File: src/rtl/text_console_writer.sv
// text_console_writer: byte-stream writer for the 80x60 text-mode VRAM.
//   Accepts bytes over a valid/ready handshake, prints cells, handles control
//   codes (LF, CR, BS, FF), tracks the cursor and clears/scrolls the screen.
// Optional feature: define TEXT_AUTO_SCROLL_EN to scroll the screen on row
//   overflow (VRAM read-back and rewrite). Undefined, the cursor wraps to 0,0.
// Ports:
//   clk, rst (synchronous, active low)
//   char_in/color_in/char_valid/char_ready : input byte handshake
//   vram_waddr/vram_wdata/vram_wen         : VRAM write port, cell {colour,0,ascii}
//   vram_raddr/vram_rdata                  : VRAM read port, one-cycle latency
//   Cursor                                 : {row[5:0], col[6:0]}
//   busy                                   : inverse of char_ready
module text_console_writer #(
  parameter int unsigned COLS        = 80,
  parameter int unsigned ROWS        = 60,
  parameter logic [2:0]  BLANK_COLOR = 3'b111
) (
  input  logic        clk,
  input  logic        rst,
  input  logic [7:0]  char_in,
  input  logic [2:0]  color_in,
  input  logic        char_valid,
  output logic        char_ready,
  output logic [12:0] vram_waddr,
  output logic [10:0] vram_wdata,
  output logic        vram_wen,
  output logic [12:0] vram_raddr,
  input  logic [10:0] vram_rdata,
  output logic [12:0] Cursor,
  output logic        busy
);

  localparam int unsigned AW    = 13;
  localparam int unsigned DW    = 11;
  localparam int unsigned RW    = 6;
  localparam int unsigned CW    = 7;
  localparam int unsigned CELLS = COLS * ROWS;
  localparam logic [DW-1:0] BLANK = {BLANK_COLOR, 1'b0, 7'h20};

  typedef enum logic [2:0] {
    S_CLEAR_ALL,
    S_IDLE,
    S_WRITE,
    S_BKSP,
    S_SCROLL_RD,
    S_SCROLL_WR,
    S_SCROLL_FILL
  } state_e;

  state_e        state_q, state_d;
  logic [AW-1:0] cnt_q, cnt_d;
  logic [RW-1:0] row_q, row_d;
  logic [CW-1:0] col_q, col_d;
  logic          wen_q, wen_d;
  logic [AW-1:0] waddr_q, waddr_d;
  logic [DW-1:0] wdata_q, wdata_d;
  logic          ready_q, ready_d;
  logic          busy_q, busy_d;
  logic [6:0]    code;
  logic          last_row;
  logic          last_col;
`ifdef TEXT_AUTO_SCROLL_EN
  logic [AW-1:0] raddr_q, raddr_d;
  logic          pend_q, pend_d;
`else
  logic          unused_rdata;
`endif

  // Linear cell address, constant multiply by COLS.
  function automatic logic [AW-1:0] cell_addr(input logic [RW-1:0] r, input logic [CW-1:0] c);
    return AW'(r) * AW'(COLS) + AW'(c);
  endfunction

  // Next-state, cursor and write-port computation. Write outputs are set up
  // one cycle ahead so the strobe is visible during the state that owns it.
  always_comb begin
    state_d  = state_q;
    cnt_d    = cnt_q;
    row_d    = row_q;
    col_d    = col_q;
    wen_d    = 1'b0;
    waddr_d  = waddr_q;
    wdata_d  = wdata_q;
`ifdef TEXT_AUTO_SCROLL_EN
    raddr_d  = raddr_q;
    pend_d   = pend_q;
`endif
    code     = char_in[6:0];
    last_row = (row_q == RW'(ROWS - 1));
    last_col = (col_q == CW'(COLS - 1));

    case (state_q)
      // Counter holds the next address to blank; reaching CELLS means done.
      S_CLEAR_ALL: begin
        if (cnt_q == AW'(CELLS)) begin
          state_d = S_IDLE;
          row_d   = '0;
          col_d   = '0;
        end else begin
          wen_d   = 1'b1;
          waddr_d = cnt_q;
          wdata_d = BLANK;
          cnt_d   = cnt_q + AW'(1);
        end
      end

      S_IDLE: begin
        if (char_valid && ready_q) begin
          if (code >= 7'h20 && code <= 7'h7E) begin
            state_d = S_WRITE;
            wen_d   = 1'b1;
            waddr_d = cell_addr(row_q, col_q);
            wdata_d = {color_in, 1'b0, code};
            if (!last_col) begin
              col_d = col_q + CW'(1);
            end else begin
              col_d = '0;
              if (!last_row) begin
                row_d = row_q + RW'(1);
              end else begin
`ifdef TEXT_AUTO_SCROLL_EN
                pend_d = 1'b1;
`else
                row_d = '0;
`endif
              end
            end
          end else begin
            case (code)
              7'h0A: begin
                col_d = '0;
                if (!last_row) begin
                  row_d = row_q + RW'(1);
                end else begin
`ifdef TEXT_AUTO_SCROLL_EN
                  state_d = S_SCROLL_RD;
                  cnt_d   = AW'(COLS);
                  raddr_d = AW'(COLS);
`else
                  row_d = '0;
`endif
                end
              end
              7'h0D: col_d = '0;
              7'h08: begin
                if (col_q != '0) begin
                  state_d = S_BKSP;
                  col_d   = col_q - CW'(1);
                  wen_d   = 1'b1;
                  waddr_d = cell_addr(row_q, col_q - CW'(1));
                  wdata_d = BLANK;
                end
              end
              // First blank is issued right away so the clear takes CELLS cycles.
              7'h0C: begin
                state_d = S_CLEAR_ALL;
                cnt_d   = AW'(1);
                wen_d   = 1'b1;
                waddr_d = '0;
                wdata_d = BLANK;
              end
              default: ;
            endcase
          end
        end
      end

      S_WRITE: begin
`ifdef TEXT_AUTO_SCROLL_EN
        if (pend_q) begin
          pend_d  = 1'b0;
          state_d = S_SCROLL_RD;
          cnt_d   = AW'(COLS);
          raddr_d = AW'(COLS);
        end else begin
          state_d = S_IDLE;
        end
`else
        state_d = S_IDLE;
`endif
      end

      S_BKSP: state_d = S_IDLE;

`ifdef TEXT_AUTO_SCROLL_EN
      // raddr is already on the bus; arm the write for the following cycle.
      S_SCROLL_RD: begin
        state_d = S_SCROLL_WR;
        wen_d   = 1'b1;
        waddr_d = cnt_q - AW'(COLS);
      end

      S_SCROLL_WR: begin
        if (cnt_q == AW'(CELLS - 1)) begin
          state_d = S_SCROLL_FILL;
          cnt_d   = AW'(CELLS - COLS);
          wen_d   = 1'b1;
          waddr_d = AW'(CELLS - COLS);
          wdata_d = BLANK;
        end else begin
          state_d = S_SCROLL_RD;
          cnt_d   = cnt_q + AW'(1);
          raddr_d = cnt_q + AW'(1);
        end
      end

      S_SCROLL_FILL: begin
        if (cnt_q == AW'(CELLS - 1)) begin
          state_d = S_IDLE;
        end else begin
          cnt_d   = cnt_q + AW'(1);
          wen_d   = 1'b1;
          waddr_d = cnt_q + AW'(1);
          wdata_d = BLANK;
        end
      end
`endif

      default: state_d = S_IDLE;
    endcase

    ready_d = (state_d == S_IDLE);
    busy_d  = !ready_d;
  end

  // State and output registers; reset aborts any operation in flight.
  always_ff @(posedge clk) begin
    if (!rst) begin
      state_q <= S_CLEAR_ALL;
      cnt_q   <= '0;
      row_q   <= '0;
      col_q   <= '0;
      wen_q   <= 1'b0;
      waddr_q <= '0;
      wdata_q <= '0;
      ready_q <= 1'b0;
      busy_q  <= 1'b1;
`ifdef TEXT_AUTO_SCROLL_EN
      raddr_q <= '0;
      pend_q  <= 1'b0;
`endif
    end else begin
      state_q <= state_d;
      cnt_q   <= cnt_d;
      row_q   <= row_d;
      col_q   <= col_d;
      wen_q   <= wen_d;
      waddr_q <= waddr_d;
      wdata_q <= wdata_d;
      ready_q <= ready_d;
      busy_q  <= busy_d;
`ifdef TEXT_AUTO_SCROLL_EN
      raddr_q <= raddr_d;
      pend_q  <= pend_d;
`endif
    end
  end

  assign char_ready = ready_q;
  assign busy       = busy_q;
  assign vram_wen   = wen_q;
  assign vram_waddr = waddr_q;
  assign Cursor     = {row_q, col_q};

`ifdef TEXT_AUTO_SCROLL_EN
  // Read data is forwarded straight to the write port while copying so each
  // moved cell costs exactly one read cycle plus one write cycle.
  assign vram_wdata = (state_q == S_SCROLL_WR) ? vram_rdata : wdata_q;
  assign vram_raddr = raddr_q;
`else
  assign vram_wdata   = wdata_q;
  assign vram_raddr   = '0;
  assign unused_rdata = ^vram_rdata;
`endif

endmodule

File: config.mk
export PLATFORM = sky130hd
export DESIGN_NAME = text_console_writer
export DESIGN_NICKNAME = d
export VERILOG_FILES = /design/src/rtl/text_console_writer.sv
export SDC_FILE = /design/constraint.sdc
export NUM_CORES = 1
export LEC_CHECK = 0
export BUFFER_PORTS_ARGS = -buffer_cell sky130_fd_sc_hd__buf_2
export CAP_MARGIN = 20
export CORE_AREA = 2 2 88 90
export CTS_CLUSTER_DIAMETER = 120
export CTS_CLUSTER_SIZE = 30
export DETAILED_ROUTE_END_ITERATION = 16
export DIE_AREA = 0 0 90 92
export GPL_TIMING_DRIVEN = 0
export PLACE_DENSITY = 0.75
export SLEW_MARGIN = 0
export SYNTH_ARGS = -nofsm -noshare
export SYNTH_HDL_FRONTEND = slang
export SYNTH_SLANG_ARGS = --single-unit
File: constraint.sdc
create_clock -name clk -period 4 [get_ports clk]
set_clock_uncertainty 0.15 [all_clocks]
set_input_delay 0.4 -clock clk [delete_from_list [all_inputs] [get_ports clk]]
set_output_delay 0.4 -clock clk [all_outputs]
set_load 0.01 [all_outputs]
==> results.json <==
{
  "run_status": "complete, no violations",
  "detailroute.via_count": 3856,
  "crit_path_required_time_ns": 4.10,
  "number_of_global_route_vias_before_repair": 3509,
  "cts_post_setup_buffers_inserted": 0,
  "synth-seq-cells": 55,
  "layout-drive-gt1-share_pct": 16.42,
  "setup_viol": 0,
  "chipHeight_um": 92,
  "viasPerCell": 5.932,
  "sequential_cell_area_fraction_in_the_yosys_report_pct": 29.85,
  "asyncSetResetFlopFracSynth_pct": 0,
  "rows": 32,
  "seq_power_share_pct": 53.8,
  "dp_slack_ns": 0.6660,
  "grt_setup_unrepaired": "no",
  "tightest_slew_ns": 0.8503,
  "tritoncts.num_buffers": 5,
  "syn_to_layout_area_delta_pct": 14.52,
  "postRouteAntennaNets": 0,
  "synth.avg_cell_area_um2": 7.765,
  "hpwl_mm": 8.102,
  "chipWidth_um": 90,
  "p_per_area_nw_per_um2": 253.4,
  "power.clock.fraction_pct": 30.9,
  "postCtsHoldBufs": 0,
  "timing.hold.worst_path_depth": 3,
  "clkTransAtPathRegs_ns": 0.11,
  "route.final.wire_length_mm": 10.75,
  "ys_top_cells_by_area": "sky130_fd_sc_hd__dfxtp_1 (30%), sky130_fd_sc_hd__ha_1 (6.8%), sky130_fd_sc_hd__a21oi_1 (5.4%)",
  "antenna_found_initial": 0,
  "drv_cap": 0,
  "worstHoldPathType": "input port to flip-flop",
  "critPathCaptureType": "flip-flop",
  "slew_violations": 0,
  "synth.lib_cells_used.distinct": 61,
  "start_util_pct": 49.53,
  "syn_inst": 475,
  "cts_htree_levels": 2,
  "worst-r2r-cell-count": 11,
  "grt_first_pass_wirelength_mm": 17.42,
  "cp_launch_type": "flip-flop",
  "maxSlewHeadroom_pct": 42.79,
  "cts_max_path_buffers": 2,
  "clock_tree.root_cell": "sky130_fd_sc_hd__clkbuf_8",
  "final.fill_count": 748,
  "final_critical_path_setup_slack_ns": 0.6825,
  "most_used_dff_post_synth": "sky130_fd_sc_hd__dfxtp_1",
  "cp_max_fo": 9,
  "totalNegativeSetupSlack_ns": 0,
  "die_area_um2": 8280,
  "finalNetCount": 595,
  "drt-pass1-iter-count": 5,
  "dp.cells": 641,
  "overall_global_routing_resource_usage_pct": 25.71,
  "synth_top_area_share_pct": 29.85,
  "timing_worst_setup_path_type": "flip-flop to flip-flop",
  "detailedRoute.firstIterationViolations": 484,
  "synth-warning-count": 0,
  "globalRouteOverflowTotal": 0,
  "clock_insertion_delay_worst_skew_ns": 0.31,
  "finalHoldViolCount": 0,
  "combPwrFrac_pct": 15.3,
  "cts_sink_count": 55,
  "arrival_ns": 3.42,
  "fmaxAchievable_mhz": 301.4,
  "cts_resized": 0,
  "design.core.area_um2": 7447,
  "synth_edf_count": 0,
  "vdd_drop_max_mv": 0.1792,
  "syn_area_um2": 3689,
  "finalWeightedCongestion": 1.007,
  "multi_input_combinational_cell_area_um2": 2335,
  "post-route-period-util_pct": 82.94,
  "layoutNonFillerInstCount": 650,
  "antenna-diode-count": 0,
  "post-route-min-period_ns": 3.317,
  "switchingPower_uw": 320.6,
  "route.detailed.drc": 0,
  "routed_wire_length_per_instance_um": 16.54,
  "cell_taking_the_most_area_after_synthesis": "sky130_fd_sc_hd__dfxtp_1",
  "seq_area_um2": 1101,
  "buffer_ports.inserted": 50,
  "p_int_uw": 749.7,
  "switching_share_pct": 29.95,
  "io-pin-count": 78,
  "pin_count_of_the_biggest_net_entering_global_routing": 19,
  "cts_tree": "yes",
  "leakage_uw": 0.001695
}
[sequential cells by signal (all words and copies together) (netlist names)]
name,flops
char_ready,1
vram_wen,1
col_q,7
row_q,6
cnt_q,13
vram_wdata,10
busy,1
state_q,3
vram_waddr,13
[metrics by stage]
stage | instance area [um^2] | hold WS [ns] | util (%) | power (uW)
floorplan | 3741 | 0.3239 | - | 691.4
global placement | 4119 | 0.2900 | 55.31 | 744.1
detailed placement | 4119 | 0.2971 | 55.31 | 746.7
CTS | 4212 | 0.1910 | 56.55 | 1070
global route | 4224 | 0.2019 | 56.72 | 1112
finish | 4224 | 0.1926 | 56.72 | 1070
[routing by layer]
metal | vias up | wire length [um] | GRT usage (%)
li1 | 1832 | - | -
met1 | 1782 | 4497 | 35.20
met2 | 213 | 5086 | 42.04
met3 | 29 | 886 | 2.958
met4 | 0 | 280 | 9.231
met5 | - | 0 | 0
[critical path: stages, from the launching register on]
cell,delay [ns]
sky130_fd_sc_hd__dfxtp_1,0.53
sky130_fd_sc_hd__inv_1,0.13
sky130_fd_sc_hd__ha_1,0.27
sky130_fd_sc_hd__nor3b_1,0.18
sky130_fd_sc_hd__xnor2_1,0.23
sky130_fd_sc_hd__ha_1,0.21
sky130_fd_sc_hd__inv_1,0.06
sky130_fd_sc_hd__fa_1,0.41
sky130_fd_sc_hd__xor2_1,0.17
sky130_fd_sc_hd__o311ai_0,0.55
sky130_fd_sc_hd__o211ai_1,0.18
sky130_fd_sc_hd__a21oi_1,0.18
[worst paths after layout]
kind | from | end | slack (ns)
worst max-delay path | col_q[0] | vram_waddr[6] | 0.68
worst min register to register | vram_wdata[4] | vram_wdata[4] | 0.31
worst max register to register | col_q[0] | vram_waddr[6] | 0.68
worst min-delay path | char_in[3] | vram_wdata[3] | 0.19
[synthesized netlist by cell type, drive strengths merged (4+ instances only)]
| cell type | count |
|---|---|
| and3 | 6 |
| nand4 | 6 |
| a31oi | 6 |
| a21oi | 40 |
| nor4 | 10 |
| clkbuf | 23 |
| or2 | 4 |
| ha | 20 |
| o221ai | 4 |
| xnor2 | 17 |
| or4b | 4 |
| buf | 20 |
| inv | 21 |
| nand2 | 43 |
| nand2b | 7 |
| or4 | 5 |
| a21o | 4 |
| a211oi | 4 |
| dfxtp | 55 |
| or3 | 5 |
| o21ai | 32 |
| nand3 | 25 |
| o211ai | 7 |
| nor3 | 19 |
| mux2i | 5 |
| nor2 | 35 |
[power by group through the flow]
stage | sequential, uW | combinational, uW | clock [uW]
2_1_floorplan | 593 | 98.8 | 0
3_3_place_gp | 588 | 157 | 0
3_5_place_dp | 588 | 159 | 0
4_1_cts | 575 | 160 | 335
5_1_grt | 578 | 179 | 355
6_report | 575 | 164 | 331
[cell families after synthesis]
logic type	synth area share [%]
mux	1.967
simple gates	25.88
other cells	0.1017
compound gates	21.00
fa+ha+maj	8.413
buf+inv	8.277
flops	29.85
xor+xnor	4.512
[area by class of cell]
type / count / area share [%]
Sequential cell: 55 / 26.07
Buffer: 43 / 5.361
Inverter: 21 / 1.866
Tap cell: 102 / 3.021
Clock buffer: 5 / 1.629
Multi-Input combinational cell: 370 / 55.27
Clock inverter: 3 / 0.5628
Timing Repair Buffer: 51 / 6.220
[layout by cell type, fill, tap and decap left out, types with 15 or more instances in the layout]
master,netlist,final
sky130_fd_sc_hd__conb_1,1,15
sky130_fd_sc_hd__nor2_1,34,34
sky130_fd_sc_hd__clkbuf_1,23,23
sky130_fd_sc_hd__nand3_1,25,25
sky130_fd_sc_hd__o21ai_0,30,30
sky130_fd_sc_hd__buf_2,4,54
sky130_fd_sc_hd__inv_1,21,21
sky130_fd_sc_hd__ha_1,20,20
sky130_fd_sc_hd__a21oi_1,40,40
sky130_fd_sc_hd__nand2_1,43,43
sky130_fd_sc_hd__xnor2_1,17,17
sky130_fd_sc_hd__dfxtp_1,55,55
sky130_fd_sc_hd__nor3_1,18,18
Note: power is estimated with default switching activity, not from simulation.
